File: config.mk
export PLATFORM = sky130hd
export DESIGN_NAME = sccb_init_flat
export DESIGN_NICKNAME = d
export VERILOG_FILES = /design/src/rtl/sccb_init_pkg.sv /design/src/rtl/sccb_init_if.sv /design/src/rtl/sccb_rom.sv /design/src/rtl/sccb_init.sv /design/src/flat_wrapper.sv
export SDC_FILE = /design/constraint.sdc
export NUM_CORES = 1
export LEC_CHECK = 0
export CAP_MARGIN = 25
export CORE_MARGIN = 1.5
export CORE_UTILIZATION = 30
export CTS_BUF_LIST = sky130_fd_sc_hd__clkbuf_8
export DETAILED_ROUTE_END_ITERATION = 10
export GPL_ROUTABILITY_DRIVEN = 0
export PLACE_DENSITY = 0.51
export SYNTH_ARGS = -nofsm -noshare
export SYNTH_HDL_FRONTEND = slang
export SYNTH_SLANG_ARGS = --single-unit
File: constraint.sdc
create_clock -name clk -period 3.1 [get_ports clk]
set_input_delay 0.465 -clock clk [delete_from_list [all_inputs] [get_ports clk]]
set_output_delay 0.465 -clock clk [all_outputs]
set_load 0.03 [all_outputs]
File: src/rtl/sccb_init_pkg.sv
// Shared definitions for the SCCB register-table initialiser.
// Holds the FSM encoding, the delay marker and the frame layout helper.
package sccb_init_pkg;

  typedef enum logic [2:0] {
    IDLE, LOAD, STRT, BITS, STOP, GAP, DLY, FIN
  } state_t;

  localparam logic [7:0]  DELAY_MARK = 8'hF0;
  localparam int unsigned FRAME_LEN  = 27;

  // Don't-care bit slots are encoded as 1 so the line is released during them
  function automatic logic [FRAME_LEN-1:0] make_frame(input logic [7:0] dev,
                                                      input logic [7:0] addr,
                                                      input logic [7:0] data);
    return {dev, 1'b1, addr, 1'b1, data, 1'b1};
  endfunction

endpackage

File: src/rtl/sccb_init_if.sv
// Host-facing control and SCCB line bundle of the initialiser.
interface sccb_init_if;
  logic       start;
  logic       sioc;
  logic       siod_oe;
  logic       busy;
  logic       done;
  logic [5:0] idx;

  modport master (input start, output sioc, output siod_oe, output busy, output done, output idx);
  modport slave  (output start, input sioc, input siod_oe, input busy, input done, input idx);
endinterface

File: src/rtl/sccb_rom.sv
// Camera init table: 6-bit index to {addr,data}, registered output.
// An entry whose address is DELAY_MARK requests a pause instead of a write.
module sccb_rom
  import sccb_init_pkg::*;
(
  input  logic        clk,
  input  logic        rst,
  input  logic [5:0]  addr,
  output logic [15:0] data
);

  logic [15:0] rom_val;

  always_comb begin
    rom_val = {DELAY_MARK, 8'h00};
    case (addr)
      6'd0:  rom_val = 16'h1280;
      6'd1:  rom_val = {DELAY_MARK, 8'h00};
      6'd2:  rom_val = 16'h1101;
      6'd3:  rom_val = 16'h1204;
      6'd4:  rom_val = 16'h0C00;
      6'd5:  rom_val = 16'h3E00;
      6'd6:  rom_val = 16'h8C00;
      6'd7:  rom_val = 16'h0400;
      6'd8:  rom_val = 16'h40D0;
      6'd9:  rom_val = 16'h3A04;
      6'd10: rom_val = 16'h1418;
      6'd11: rom_val = 16'h4FB3;
      6'd12: rom_val = 16'h50B3;
      6'd13: rom_val = 16'h5100;
      6'd14: rom_val = 16'h523D;
      6'd15: rom_val = 16'h53A7;
      6'd16: rom_val = 16'h54E4;
      6'd17: rom_val = 16'h589E;
      6'd18: rom_val = 16'h3DC0;
      6'd19: rom_val = 16'h1714;
      6'd20: rom_val = 16'h1802;
      6'd21: rom_val = 16'h3280;
      6'd22: rom_val = 16'h1903;
      6'd23: rom_val = 16'h1A7B;
      6'd24: rom_val = 16'h030A;
      6'd25: rom_val = 16'h0F41;
      6'd26: rom_val = 16'h1E00;
      6'd27: rom_val = 16'h330B;
      6'd28: rom_val = 16'h3C78;
      6'd29: rom_val = 16'h6900;
      6'd30: rom_val = 16'h7400;
      6'd31: rom_val = 16'hB084;
      default: rom_val = {DELAY_MARK, 8'h00};
    endcase
  end

  always_ff @(posedge clk or posedge rst) begin
    if (rst) data <= '0;
    else     data <= rom_val;
  end

endmodule

File: src/rtl/sccb_init.sv
// Walks the init ROM and writes each entry as a 3-phase SCCB write.
// All line changes happen on quarter-ticks of the SIO_C period.
module sccb_init
  import sccb_init_pkg::*;
#(
  parameter int unsigned QUARTER  = 125,
  parameter logic [7:0]  DEV_ID   = 8'h42,
  parameter int unsigned NUM_REGS = 32,
  parameter int unsigned DELAY_Q  = 40000
) (
  input  logic          clk,
  input  logic          rst,
  sccb_init_if.master   bus
);

  localparam int unsigned QW = $clog2(QUARTER);
  localparam int unsigned DW = $clog2(DELAY_Q + 1);
  localparam logic [QW-1:0] Q_LAST   = QW'(QUARTER - 1);
  localparam logic [DW-1:0] D_LAST   = DW'(DELAY_Q - 1);
  localparam logic [5:0]    IDX_LAST = 6'(NUM_REGS - 1);

  state_t               state;
  logic [QW-1:0]        qcnt;
  logic                 tick;
  logic [1:0]           ph;
  logic [4:0]           bitcnt;
  logic [DW-1:0]        dcnt;
  logic [FRAME_LEN-1:0] frame;
  logic                 sioc;
  logic                 siod_oe;
  logic                 busy;
  logic                 done;
  logic [5:0]           idx;
  logic [15:0]          rom_q;

  sccb_rom u_rom (
    .clk  (clk),
    .rst  (rst),
    .addr (idx),
    .data (rom_q)
  );

  assign tick = (qcnt == Q_LAST);

  always_ff @(posedge clk or posedge rst) begin
    if (rst) begin
      state   <= IDLE;
      qcnt    <= '0;
      ph      <= '0;
      bitcnt  <= '0;
      dcnt    <= '0;
      frame   <= '0;
      sioc    <= 1'b1;
      siod_oe <= 1'b0;
      busy    <= 1'b0;
      done    <= 1'b0;
      idx     <= '0;
    end else begin
      // busy is low exactly in IDLE and FIN, so the counter rests at 0 there
      qcnt <= (busy && !tick) ? qcnt + 1'b1 : '0;
      unique case (state)
        IDLE: if (bus.start) begin
          state <= LOAD;
          idx   <= '0;
          ph    <= '0;
          busy  <= 1'b1;
          done  <= 1'b0;
        end
        LOAD: begin
          ph <= 2'd1;
          if (ph[0]) begin
            // ROM output for the current index is valid on the second LOAD cycle
            qcnt <= '0;
            ph   <= '0;
            if (rom_q[15:8] == DELAY_MARK) begin
              state <= DLY;
              dcnt  <= '0;
            end else begin
              state <= STRT;
              frame <= make_frame(DEV_ID, rom_q[15:8], rom_q[7:0]);
            end
          end
        end
        STRT: if (tick) begin
          if (ph == 2'd0) begin
            siod_oe <= 1'b1;
            ph      <= 2'd1;
          end else begin
            sioc   <= 1'b0;
            ph     <= '0;
            bitcnt <= 5'(FRAME_LEN - 1);
            state  <= BITS;
          end
        end
        BITS: if (tick) begin
          ph <= ph + 2'd1;
          case (ph)
            2'd0:    sioc    <= 1'b0;
            2'd1:    siod_oe <= ~frame[bitcnt];
            2'd2:    sioc    <= 1'b1;
            default: if (bitcnt == '0) state <= STOP;
                     else bitcnt <= bitcnt - 5'd1;
          endcase
        end
        STOP: if (tick) begin
          ph <= ph + 2'd1;
          case (ph)
            2'd0: begin
              sioc    <= 1'b0;
              siod_oe <= 1'b1;
            end
            2'd1:    sioc <= 1'b1;
            2'd2:    ;
            default: begin
              siod_oe <= 1'b0;
              state   <= GAP;
            end
          endcase
        end
        GAP, DLY: if (tick) begin
          if (state == GAP) ph   <= ph + 2'd1;
          else              dcnt <= dcnt + 1'b1;
          // A finished delay ends the entry exactly like the end of a gap
          if ((state == GAP && ph == 2'd3) || (state == DLY && dcnt == D_LAST)) begin
            ph   <= '0;
            dcnt <= '0;
            if (idx == IDX_LAST) begin
              state <= FIN;
              busy  <= 1'b0;
              done  <= 1'b1;
            end else begin
              idx   <= idx + 6'd1;
              state <= LOAD;
            end
          end
        end
        FIN: state <= IDLE;
      endcase
    end
  end

  assign bus.sioc    = sioc;
  assign bus.siod_oe = siod_oe;
  assign bus.busy    = busy;
  assign bus.done    = done;
  assign bus.idx     = idx;

endmodule
File: src/flat_wrapper.sv
// flat-port wrapper written by rule: the top's interface ports become plain ports
module sccb_init_flat import sccb_init_pkg::*;
#(
  parameter int unsigned QUARTER  = 125,
  parameter logic [7:0]  DEV_ID   = 8'h42,
  parameter int unsigned NUM_REGS = 32,
  parameter int unsigned DELAY_Q  = 40000
)
  (clk, rst, bus_start, bus_sioc, bus_siod_oe, bus_busy, bus_done, bus_idx);
  sccb_init_if bus_i ();
  input  logic clk;
  input  logic rst;
  input wire logic [$bits(bus_i.start)-1:0] bus_start;
  output wire logic [$bits(bus_i.sioc)-1:0] bus_sioc;
  output wire logic [$bits(bus_i.siod_oe)-1:0] bus_siod_oe;
  output wire logic [$bits(bus_i.busy)-1:0] bus_busy;
  output wire logic [$bits(bus_i.done)-1:0] bus_done;
  output wire logic [$bits(bus_i.idx)-1:0] bus_idx;
  assign bus_i.start = bus_start;
  assign bus_sioc = bus_i.sioc;
  assign bus_siod_oe = bus_i.siod_oe;
  assign bus_busy = bus_i.busy;
  assign bus_done = bus_i.done;
  assign bus_idx = bus_i.idx;
  sccb_init #(.QUARTER(QUARTER), .DEV_ID(DEV_ID), .NUM_REGS(NUM_REGS), .DELAY_Q(DELAY_Q)) u_core (.clk(clk), .rst(rst), .bus(bus_i));
endmodule
==> results of run 1 <==
==> Yosys cell counts (3+ instances only) <==
library cell	number
a211oi_1	11
nand2_1	63
nor2_1	47
o22ai_1	4
inv_1	19
o21ai_0	29
buf_1	6
dfrtp_1	75
mux4_2	5
a221oi_1	3
and4_1	3
buf_2	3
a21oi_1	34
nand2b_1	3
clkbuf_1	24
nand4_1	4
or3_1	4
nand3_1	20
o31ai_1	4
nor3_1	6
o21ai_1	8
a31oi_1	9
ha_1	19
o211ai_1	3
xnor2_1	3
nor4_1	4
mux2_2	18
mux2i_1	11
nor2b_1	8
xor2_1	10
a22o_1	5
and3_1	5
==> layout by cell type, fill, tap and decap left out, types with 5 or more instances in the layout <==
cell,count
a21oi_1,34
inv_1,19
mux2_2,18
clkbuf_8,12
a211oi_1,11
o21ai_1,8
mux2i_1,11
nor2b_1,8
dfrtp_1,75
xor2_1,10
nand2_1,63
ha_1,19
clkdlybuf4s50_1,12
nor3_1,6
mux4_2,5
a22o_1,5
buf_4,15
nor2_1,47
a31oi_1,9
nand3_1,20
and3_1,5
o21ai_0,29
==> layout make-up <==
type	instances	area (um^2)
inverters	21	78.8
clock inverters	4	22.5
flip-flops and latches	76	1900
fillers	1577	9950
multi-input cells	384	2540
clock buffers	12	165
well taps	188	235
repair buffers	28	253
==> critical path: stages, from the launching register on <==
cell and delay (ns):
dfrtp_1 0.39, ha_1 0.20, and3_1 0.20, nand3_1 0.12, or4_4 0.57, a22oi_1 0.52, buf_4 0.25, o21ai_1 0.07
a22o_1 0.24
==> worst paths after layout <==
kind                       slack, ns  depth (start not counted)           endpoint
max                             0.41                          8  u_core.bus.idx[5]
min                             0.34                          2     u_core.qcnt[3]
max reg2reg                     0.41                          8  u_core.bus.idx[5]
min reg2reg                     0.45                          2   u_core.frame[13]
max in group asynchronous       2.18                          3    u_core.bus.sioc
min in group clk                0.45                          2   u_core.frame[13]
==> routing by layer <==
layer  GRT usage [%]  up-vias  part of all wire, %
met5               0        -                    0
met4            4.55        0                  1.2
met3            2.68        8                  2.6
met2            21.5       47                   46
met1            20.4     1820                   51
li1                -     1874                    -
==> registers in the layout (all words and copies together), names as in the netlist <==
name / flops
u_core.frame: 17
u_core.dcnt: 16
u_core.u_rom.data: 16
u_core.qcnt: 7
u_core.bus.idx: 6
u_core.bitcnt: 5
u_core.state: 3
u_core.ph: 2
u_core.bus.busy: 1
u_core.bus.done: 1
u_core.bus.sioc: 1
u_core.bus.siod_oe: 1
==> power by group <==
group	switching, mW	internal (mW)	total [mW]	leakage (nW)
sequential	0.138	1.11	1.25	1.01
combinational	0.677	0.505	1.18	1.08
clock	0.366	0.354	0.720	0.104
total	1.18	1.97	3.15	2.19
==> metrics by stage <==
step / hold slack (ns) / worst slack (ns) / power [mW]
final: 0.345 / 0.408 / 3.15
after global routing: 0.336 / 0.234 / 3.39
after CTS: 0.335 / 0.396 / 3.19
after detailed placement: 0.460 / 0.419 / 2.45
after global placement: 0.455 / 0.470 / 2.43
after floorplan: 0.439 / 0.698 / 2.15
==> cells by family after synthesis <==
logic type,count (synthesis)
simple gates,184
xor+xnor,13
compound gates,134
mux,34
flops,76
buf+inv,54
fa+ha+maj,19
==> qor.csv, run 1 <==
stage,metric,value,unit
drt,wirelength,10800,um
synth,synth-simple-area-share,19.0,%
clocking,clock_sinks,76,
clocking,clk_pin_slew,0.08,ns
sta,rsz0062_at_grt,false,
sta,maxSlewViolCount,0,
global_routing,grt_max_degree,47,
clocking,postCtsSetupRepairBufs,0,
global_routing,grt_first_pass_wirelength,18400,um
drt,first_pass_iters,7,
synth,yosysTopAreaCell,dfrtp_1,
synth,yosys_register_bits,76,
synth,synthTopCellsByArea,"dfrtp_1, ha_1, nand2_1",
global_routing,grtUsageTotal,14.2,%
synth,avgSynthCellArea,9.04,um^2
synth,synth_edf_count,0,
die,io_pins,13,
placed_design,placed_cell_area,5010,um^2
sta,finalClockSkew,0.0141,ns
drt,postRouteAntennaNets,0,
clocking,cts-htree-levels,3,
setup_path,r2r_start,u_core.dcnt[0],
synth,synth_top_area_share,40.4,%
clocking,clock_path_buffers,2,
synth,yosys_most_used_dff,dfrtp_1,
synth,synth_top_family_by_area,simple AND/OR/NAND/NOR gates,
synth,synth.area.mux_share,9.15,%
clocking,cts_tree,yes,
setup_path,endpoint_kind,register,
drt,drt-initial-drc-count,210,
setup_path,cp.arrival,2.93,ns
synth,syn_area,4650,um^2
clocking,hold_buffers,0,
pwr,leakagePower,2.19,nW
sta,clock.fmax,0.371,GHz
setup_path,required,3.34,ns
global_routing,first_global_vias,3544,
sta,hold_viol_final,0,
final_layout,utilization,34.3,%
sta,fin_crit,2.69,ns
die,start_util,30.7,%
synth,synthArstFlopShare,100,%
drt,viasPerCell,5.26,
pwr,ir_drop,0.217,mV
setup_path,critPathMaxFanout,7,
placed_design,dpl.hpwl,7670,um
synth,yosysSeqAreaShare,40.9,%
die,die_x,127,um
final_layout,drive_gt1_share,11.8,%
die,die_h,127,um
die,core_area,15100,um^2
final_layout,antenna_cells,0,
clocking,insertion_delay,0.36,ns
synth,yosysUniqueCellTypes,65,
min_path,hold_path_class,in2async,
final_layout,area_delta_synth_final,11.8,%
setup_path,cp-startpoint,u_core.dcnt[0],
die,rows,45,
sta,tightest_slew,0.849,ns
setup_path,critPathKind,reg2reg,
final_layout,nNetsFinal,542,
sta,setup_tns,0,ns
die,die-area,16200,um^2
synth,yosys.area_share.adder,5.11,%
clocking,root_buffer,clkbuf_8,
global_routing,antenna_found_initial,0,
clocking,cts_made_buffers,9,
drt,vias,3749,
clocking,cts_resized,0,
job,drv_cap,0,
drt,drcViolationCount,0,
pwr,pwr_density_cell,607,nW/um^2
synth,synthesis.nets,536,
setup_path,cp-start-kind,register,
synth,synth_cells,514,
global_routing,overflow,0,
synth,synth-xor-area-share,2.45,%
synth,ys_warn_count,0,
placed_design,portBuffers,12,
run_status,status,completed,
final_layout,finalInstanceArea,5200,um^2
sta,post-route-period-util,86.8,%
drt,wire_per_inst,15.2,um
final_layout,instances_no_fill,713,
sta,relSlewSlack,43.3,%
sta,finalSetupViolCount,0,
synth,synth_compound_area_share,19.0,%
placed_design,dp.cells,697,
Note: power is estimated with default switching activity, not from simulation.
==> run 2, diff against run 1 <==
--- a/config.mk
+++ b/config.mk
@@ -8,10 +8,10 @@
 export CAP_MARGIN = 25
 export CORE_MARGIN = 1.5
 export CORE_UTILIZATION = 30
-export CTS_BUF_LIST = sky130_fd_sc_hd__clkbuf_8
 export DETAILED_ROUTE_END_ITERATION = 10
 export GPL_ROUTABILITY_DRIVEN = 0
 export PLACE_DENSITY = 0.51
 export SYNTH_ARGS = -nofsm -noshare
 export SYNTH_HDL_FRONTEND = slang
+export SYNTH_HIERARCHICAL = 1
 export SYNTH_SLANG_ARGS = --single-unit
==> run 2 against run 1 <==
Synthesized cell count fell by 7.2%. Maximum frequency up 11%. Die area increased by 3.5%. Via count shrank 5.2%. Global-route usage is 0.46 points lower. Clock-buffer cell count down 3. Register-to-register slack improved by 0.27 ns. Routed wire length is 2.7% lower. Largest cell class unchanged.
==> qor.csv, run 2 <==
stage,metric,value,unit
sta,hold_viol_final,0,
clocking,cts_made_buffers,9,
drt,first_pass_iters,4,
synth,synth_most_common_cell,dfrtp_1,
final_layout,antenna_cells,0,
final_layout,top_regs,"u_core/frame x17, u_core/dcnt x16, u_core/u_rom/data x16",
pwr,clkPwrFrac,54.5,%
sta,setup_tns,0,ns
synth,synth_cells,477,
global_routing,overflow,0,
clocking,root_buffer,clkbuf_16,
sta,finalSetupViolCount,0,
min_path,hold_path_class,reg2reg,
pwr,power.switching,446,uW
synth,ys_warn_count,6,
die,rows,46,
drt,drt-initial-drc-count,184,
synth,avgSynthCellArea,10.1,um^2
die,die-area,16800,um^2
drt,drcViolationCount,0,
pwr,p_int,1.79,mW
sta,finalClockSkew,0.00835,ns
final_layout,final_common_cell,dfrtp_1,
placed_design,placed_cell_area,5110,um^2
synth,synth_top_area_share,39.0,%
clocking,clk_pin_slew,0.06,ns
synth,yosys_register_bits,76,
die,die_h,130,um
clocking,cts_tree,yes,
synth,synthArstFlopShare,100,%
setup_path,critPathKind,reg2reg,
setup_path,cp-start-kind,register,
pwr,pwr_density_cell,410,nW/um^2
global_routing,antenna_found_initial,0,
global_routing,grt_max_degree,61,
synth,syn_area,4810,um^2
setup_path,critPathMaxFanout,23,
setup_path,required,3.32,ns
clocking,cts-htree-levels,3,
drt,wirelength,10500,um
job,drv_cap,0,
pwr,fin_total_pwr,2.24,mW
clocking,postCtsSetupRepairBufs,0,
clocking,cts_resized,0,
final_layout,top_register,u_core/frame,
synth,synthTopCellsByArea,"dfrtp_1, ha_1, mux2_2",
drt,wire_per_inst,15.0,um
sta,rsz0062_at_grt,false,
final_layout,drive_gt1_share,17.5,%
final_layout,fillers,1624,
pwr,power_switching_share,19.9,%
drt,viasPerCell,5.06,
setup_path,cp.arrival,2.64,ns
clocking,clock_sinks,76,
final_layout,nNetsFinal,503,
sta,maxSlewViolCount,0,
global_routing,grt_first_pass_wirelength,18300,um
synth,synthesis.nets,498,
final_layout,largest_register_ffs,17,
pwr,pwr-share-comb,1.2,%
pwr,pwr-share-seq,44.3,%
global_routing,first_global_vias,3474,
placed_design,portBuffers,12,
clocking,insertion_delay,0.34,ns
run_status,status,completed,
sta,fin_crit,2.42,ns
drt,postRouteAntennaNets,0,
synth,yosys_most_used_dff,dfrtp_1,
synth,synth_edf_count,0,
die,die_x,130,um
final_layout,finalInstanceArea,5460,um^2
final_layout,area_delta_synth_final,13.5,%
drt,vias,3555,
sta,tightest_slew,0.690,ns
placed_design,dpl.hpwl,7440,um
final_layout,final_cell_mix,"dfrtp_1, nand2_1, nor2_1, o21ai_0, mux2_2",
synth,yosysTopAreaCell,dfrtp_1,
sta,clock.fmax,0.413,GHz
die,core_area,15800,um^2
die,io_pins,13,
die,start_util,30.5,%
synth,synthTopCellsByCount,"dfrtp_1, nand2_1, nor2_1",
setup_path,endpoint_kind,register,
pwr,leakagePower,2.29,nW
pwr,ir_drop,0.205,mV
synth,yosysSeqAreaShare,39.5,%
clocking,hold_buffers,0,
clocking,clock_path_buffers,2,
sta,post-route-period-util,78.1,%
global_routing,grtUsageTotal,13.7,%
sta,relSlewSlack,54.0,%
synth,yosysUniqueCellTypes,80,
run 2: power groups by stage:
| stage | Sequential, mW | Clock (mW) | Combinational, mW |
|---|---|---|---|
| after floorplan | 1.01 | 0 | 0.0155 |
| after global placement | 1.01 | 0 | 0.0287 |
| after detailed placement | 1.01 | 0 | 0.0289 |
| after CTS | 0.992 | 1.25 | 0.0289 |
| after global routing | 0.991 | 1.31 | 0.0321 |
| final | 0.992 | 1.22 | 0.0269 |
run 2: kinds of logic (layout without fill, tap and decap cells):
| group | after synthesis | in the layout | synth area share [%] |
|---|---|---|---|
| compound gates | 112 | 112 | 17.0 |
| fa+ha+maj | 18 | 18 | 4.68 |
| buf+inv | 44 | 54 | 4.68 |
| flops | 76 | 76 | 39.5 |
| xor+xnor | 19 | 19 | 3.46 |
| mux | 33 | 33 | 8.40 |
| simple gates | 175 | 175 | 22.3 |
run 2: worst max-delay path: stages, from the launching register on:
cell,delay (ns)
dfrtp_1,0.63
nand2b_1,0.32
nor4_4,0.43
a21oi_2,0.15
nor3_4,0.33
o21ai_1,0.14
mux2_2,0.30
run 2: layout make-up:
type / instances / area, um^2 / share of cell area (%)
clock inverter: 7 / 123 / 2.24
multi-input combinational: 357 / 2690 / 49.2
sequential: 76 / 1900 / 34.8
clock buffer: 9 / 225 / 4.12
timing repair buffer: 19 / 185 / 3.39
inverter: 19 / 71.3 / 1.31
tap: 216 / 270 / 4.95
run 2: metrics by stage:
| step | util, % | hold slack [ns] | std cells | setup slack (ns) |
|---|---|---|---|---|
| 2_1_floorplan | - | 0.379 | 477 | 1.12 |
| 3_3_place_gp | 32.4 | 0.466 | 687 | 0.788 |
| 3_5_place_dp | 32.4 | 0.469 | 687 | 0.714 |
| 4_1_cts | 34.6 | 0.483 | 703 | 0.695 |
| 5_1_grt | 34.6 | 0.491 | 703 | 0.489 |
| 6_report | 34.6 | 0.482 | 703 | 0.679 |
run 2: path summary, 6_finish.rpt:
kind | end | from | slack, ns | cells past startpoint
worst max-delay path | u_core/bus.idx[0] | u_core/state[0] | 0.68 | 6
worst min-delay path | u_core/bus.siod_oe | u_core/bus.siod_oe | 0.48 | 2
worst max register to register | u_core/bus.idx[0] | u_core/state[0] | 0.68 | 6
worst min register to register | u_core/bus.siod_oe | u_core/bus.siod_oe | 0.48 | 2
max in group asynchronous | u_core/u_rom/data[15] | rst | 2.18 | 2
min in group asynchronous | u_core/frame[7] | rst | 0.53 | 3
run 2: metal layers:
layer	up-vias	share of wire [%]	track usage, %
met3	10	3.0	3.01
met1	1747	51	20.0
met5	-	0	0
li1	1754	-	-
met4	0	1.4	4.31
met2	44	45	20.2
==> run 3, diff against run 2 <==
==> constraint.sdc (replaced) <==
create_clock -name clk -period 2.32 [get_ports clk]
set_input_delay 0.348 -clock clk [delete_from_list [all_inputs] [get_ports clk]]
set_output_delay 0.348 -clock clk [all_outputs]
set_load 0.03 [all_outputs]
==> run 3 against run 2 <==
Routed wire length up 1.0%. Die area unchanged. Sequential share of layout area is 0.77 points lower. Register-to-register slack worse by 0.44 ns. Final area grew 2.3%. Critical path depth unchanged. Final cell count is 2.8% higher. Total power grew 26%. Clock power up 20%. Sequential power up 34%. Hold slack lost 0.068 ns. Highest routed layer unchanged. Largest power group unchanged. Utilization rose by 0.79 points.
==> qor.csv, run 3 (synthesized netlist as in run 2, its figures left out) <==
stage,metric,value,unit
run_status,status,completed,
drt,drt-initial-drc-count,172,
final_layout,final-seq-area,1900,um^2
final_layout,largest_register_ffs,17,
drt,drcViolationCount,0,
sta,maxSlewViolCount,0,
drt,wirelength,10600,um
setup_path,r2r-end,u_core/bus.idx[0],
final_layout,final_cell_mix,"dfrtp_1, nand2_1, nor2_1, buf_4, o21ai_0",
drt,viasPerCell,5.07,
global_routing,grtUsageTotal,13.8,%
pwr,pwr-share-seq,46.9,%
final_layout,fillers,1608,
sta,post-route-period-util,89.8,%
placed_design,portBuffers,12,
clocking,cts_made_buffers,9,
drt,first_pass_iters,4,
final_layout,utilization,35.4,%
pwr,p_int,2.26,mW
placed_design,placed_cell_area,5270,um^2
global_routing,overflow,0,
drt,vias,3663,
die,io_pins,13,
global_routing,first_global_vias,3605,
setup_path,required,2.54,ns
final_layout,area_delta_synth_final,16.1,%
final_layout,finalInstanceArea,5590,um^2
final_layout,nNetsFinal,523,
final_layout,drive_gt1_share,20.7,%
job,drv_cap,0,
clocking,insertion_delay,0.34,ns
sta,relSlewSlack,59.8,%
sta,setup_tns,0,ns
setup_path,cp_cell_sequence,nand4bb_1 > nor4_4 > a21oi_2 > nor3_4 > o21ai_1 > mux2_2,
min_path,hold_path_class,in2async,
clocking,clk_pin_slew,0.06,ns
pwr,pwr_density_cell,506,nW/um^2
setup_path,cp-startpoint,u_core/state[2],
setup_path,critPathKind,reg2reg,
sta,hold_viol_final,0,
setup_path,cp.arrival,2.31,ns
clocking,cts_resized,0,
setup_path,critPathMaxFanout,13,
final_layout,multi_input_area,2690,um^2
global_routing,antenna_found_initial,0,
setup_path,endpoint_kind,register,
setup_path,cpMaxStageDelayCell,dfrtp_1,
pwr,clkPwrFrac,51.8,%
die,rows,46,
final_layout,top_regs,"u_core/frame x17, u_core/dcnt x16, u_core/u_rom/data x16",
global_routing,grt_first_pass_wirelength,18400,um
sta,tightest_slew,0.603,ns
sta,fin_crit,2.08,ns
setup_path,worstRegToRegCells,6,
setup_path,regToRegSetupSlack,0.24,ns
final_layout,top_register,u_core/frame,
clocking,postCtsSetupRepairBufs,0,
sta,finalSetupViolCount,0,
pwr,power.switching,567,uW
die,die_x,130,um
global_routing,grt_max_degree,61,
die,die_h,130,um
setup_path,cp-start-kind,register,
final_layout,antenna_cells,0,
setup_path,r2r_start,u_core/state[2],
die,die-area,16800,um^2
sta,clock.fmax,0.480,GHz
drt,postRouteAntennaNets,0,
clocking,hold_buffers,0,
clocking,clock_sinks,76,
pwr,power_switching_share,20.1,%
clocking,cts-htree-levels,3,
die,core_area,15800,um^2
clocking,cts_tree,yes,
sta,finalClockSkew,0.00664,ns
final_layout,final_common_cell,dfrtp_1,
setup_path,slowest_delay,0.58,ns
pwr,ir_drop,0.272,mV
pwr,pwr-share-comb,1.3,%
die,start_util,30.5,%
sta,rsz0062_at_grt,false,
pwr,leakagePower,2.37,nW
placed_design,dpl.hpwl,7720,um
clocking,root_buffer,clkbuf_16,
drt,wire_per_inst,14.7,um
clocking,clock_path_buffers,2,
run 3: power groups by stage:
stage | clock network [mW] | logic (mW) | registers (mW)
floorplan | 0 | 0.0207 | 1.35
global placement | 0 | 0.0379 | 1.35
detailed placement | 0 | 0.0390 | 1.35
CTS | 1.52 | 0.0387 | 1.33
global route | 1.57 | 0.0436 | 1.32
finish | 1.46 | 0.0355 | 1.33
run 3: routing by layer:
| layer | up-vias | wire (um) | GRT usage [%] |
|---|---|---|---|
| li1 | 1800 | - | - |
| met1 | 1784 | 5310 | 19.2 |
| met2 | 64 | 4830 | 21.2 |
| met3 | 15 | 286 | 2.31 |
| met4 | 0 | 218 | 5.88 |
| met5 | - | 0 | 0 |
run 3: layout make-up:
type                            count  share of cell area, %
Clock inverter                      4                  0.985
Clock buffer                       12                   4.77
Sequential cell                    76                   34.1
Multi-Input combinational cell    357                   48.1
Inverter                           19                   1.28
Tap cell                          216                   4.84
Timing Repair Buffer               39                   6.00
run 3: how the worst max path moves through the flow:
stage / end / slack (ns) / cells after the start
floorplan: u_core/bitcnt[2] / 0.34 / 8
global placement: u_core/bitcnt[2] / 0.22 / 7
detailed placement: u_core/bus.idx[0] / 0.18 / 7
CTS: u_core/bus.idx[0] / 0.18 / 7
global route: u_core/bus.idx[5] / 0.02 / 6
finish: u_core/bus.idx[0] / 0.24 / 6
run 3: per-stage QoR:
stage	power (mW)	std cells	hold slack (ns)	worst slack, ns
CTS	2.89	723	0.431	0.179
detailed placement	1.39	707	0.470	0.181
finish	2.83	723	0.414	0.236
global route	2.94	723	0.453	0.0215
global placement	1.39	707	0.463	0.221
floorplan	1.37	477	0.262	0.336
run 3: critical path: cells and delay by family (launching register included):
family / cells / cell delay [ns]
mux: 1 / 0.28
flops: 1 / 0.58
compound gates: 2 / 0.26
simple gates: 3 / 0.83
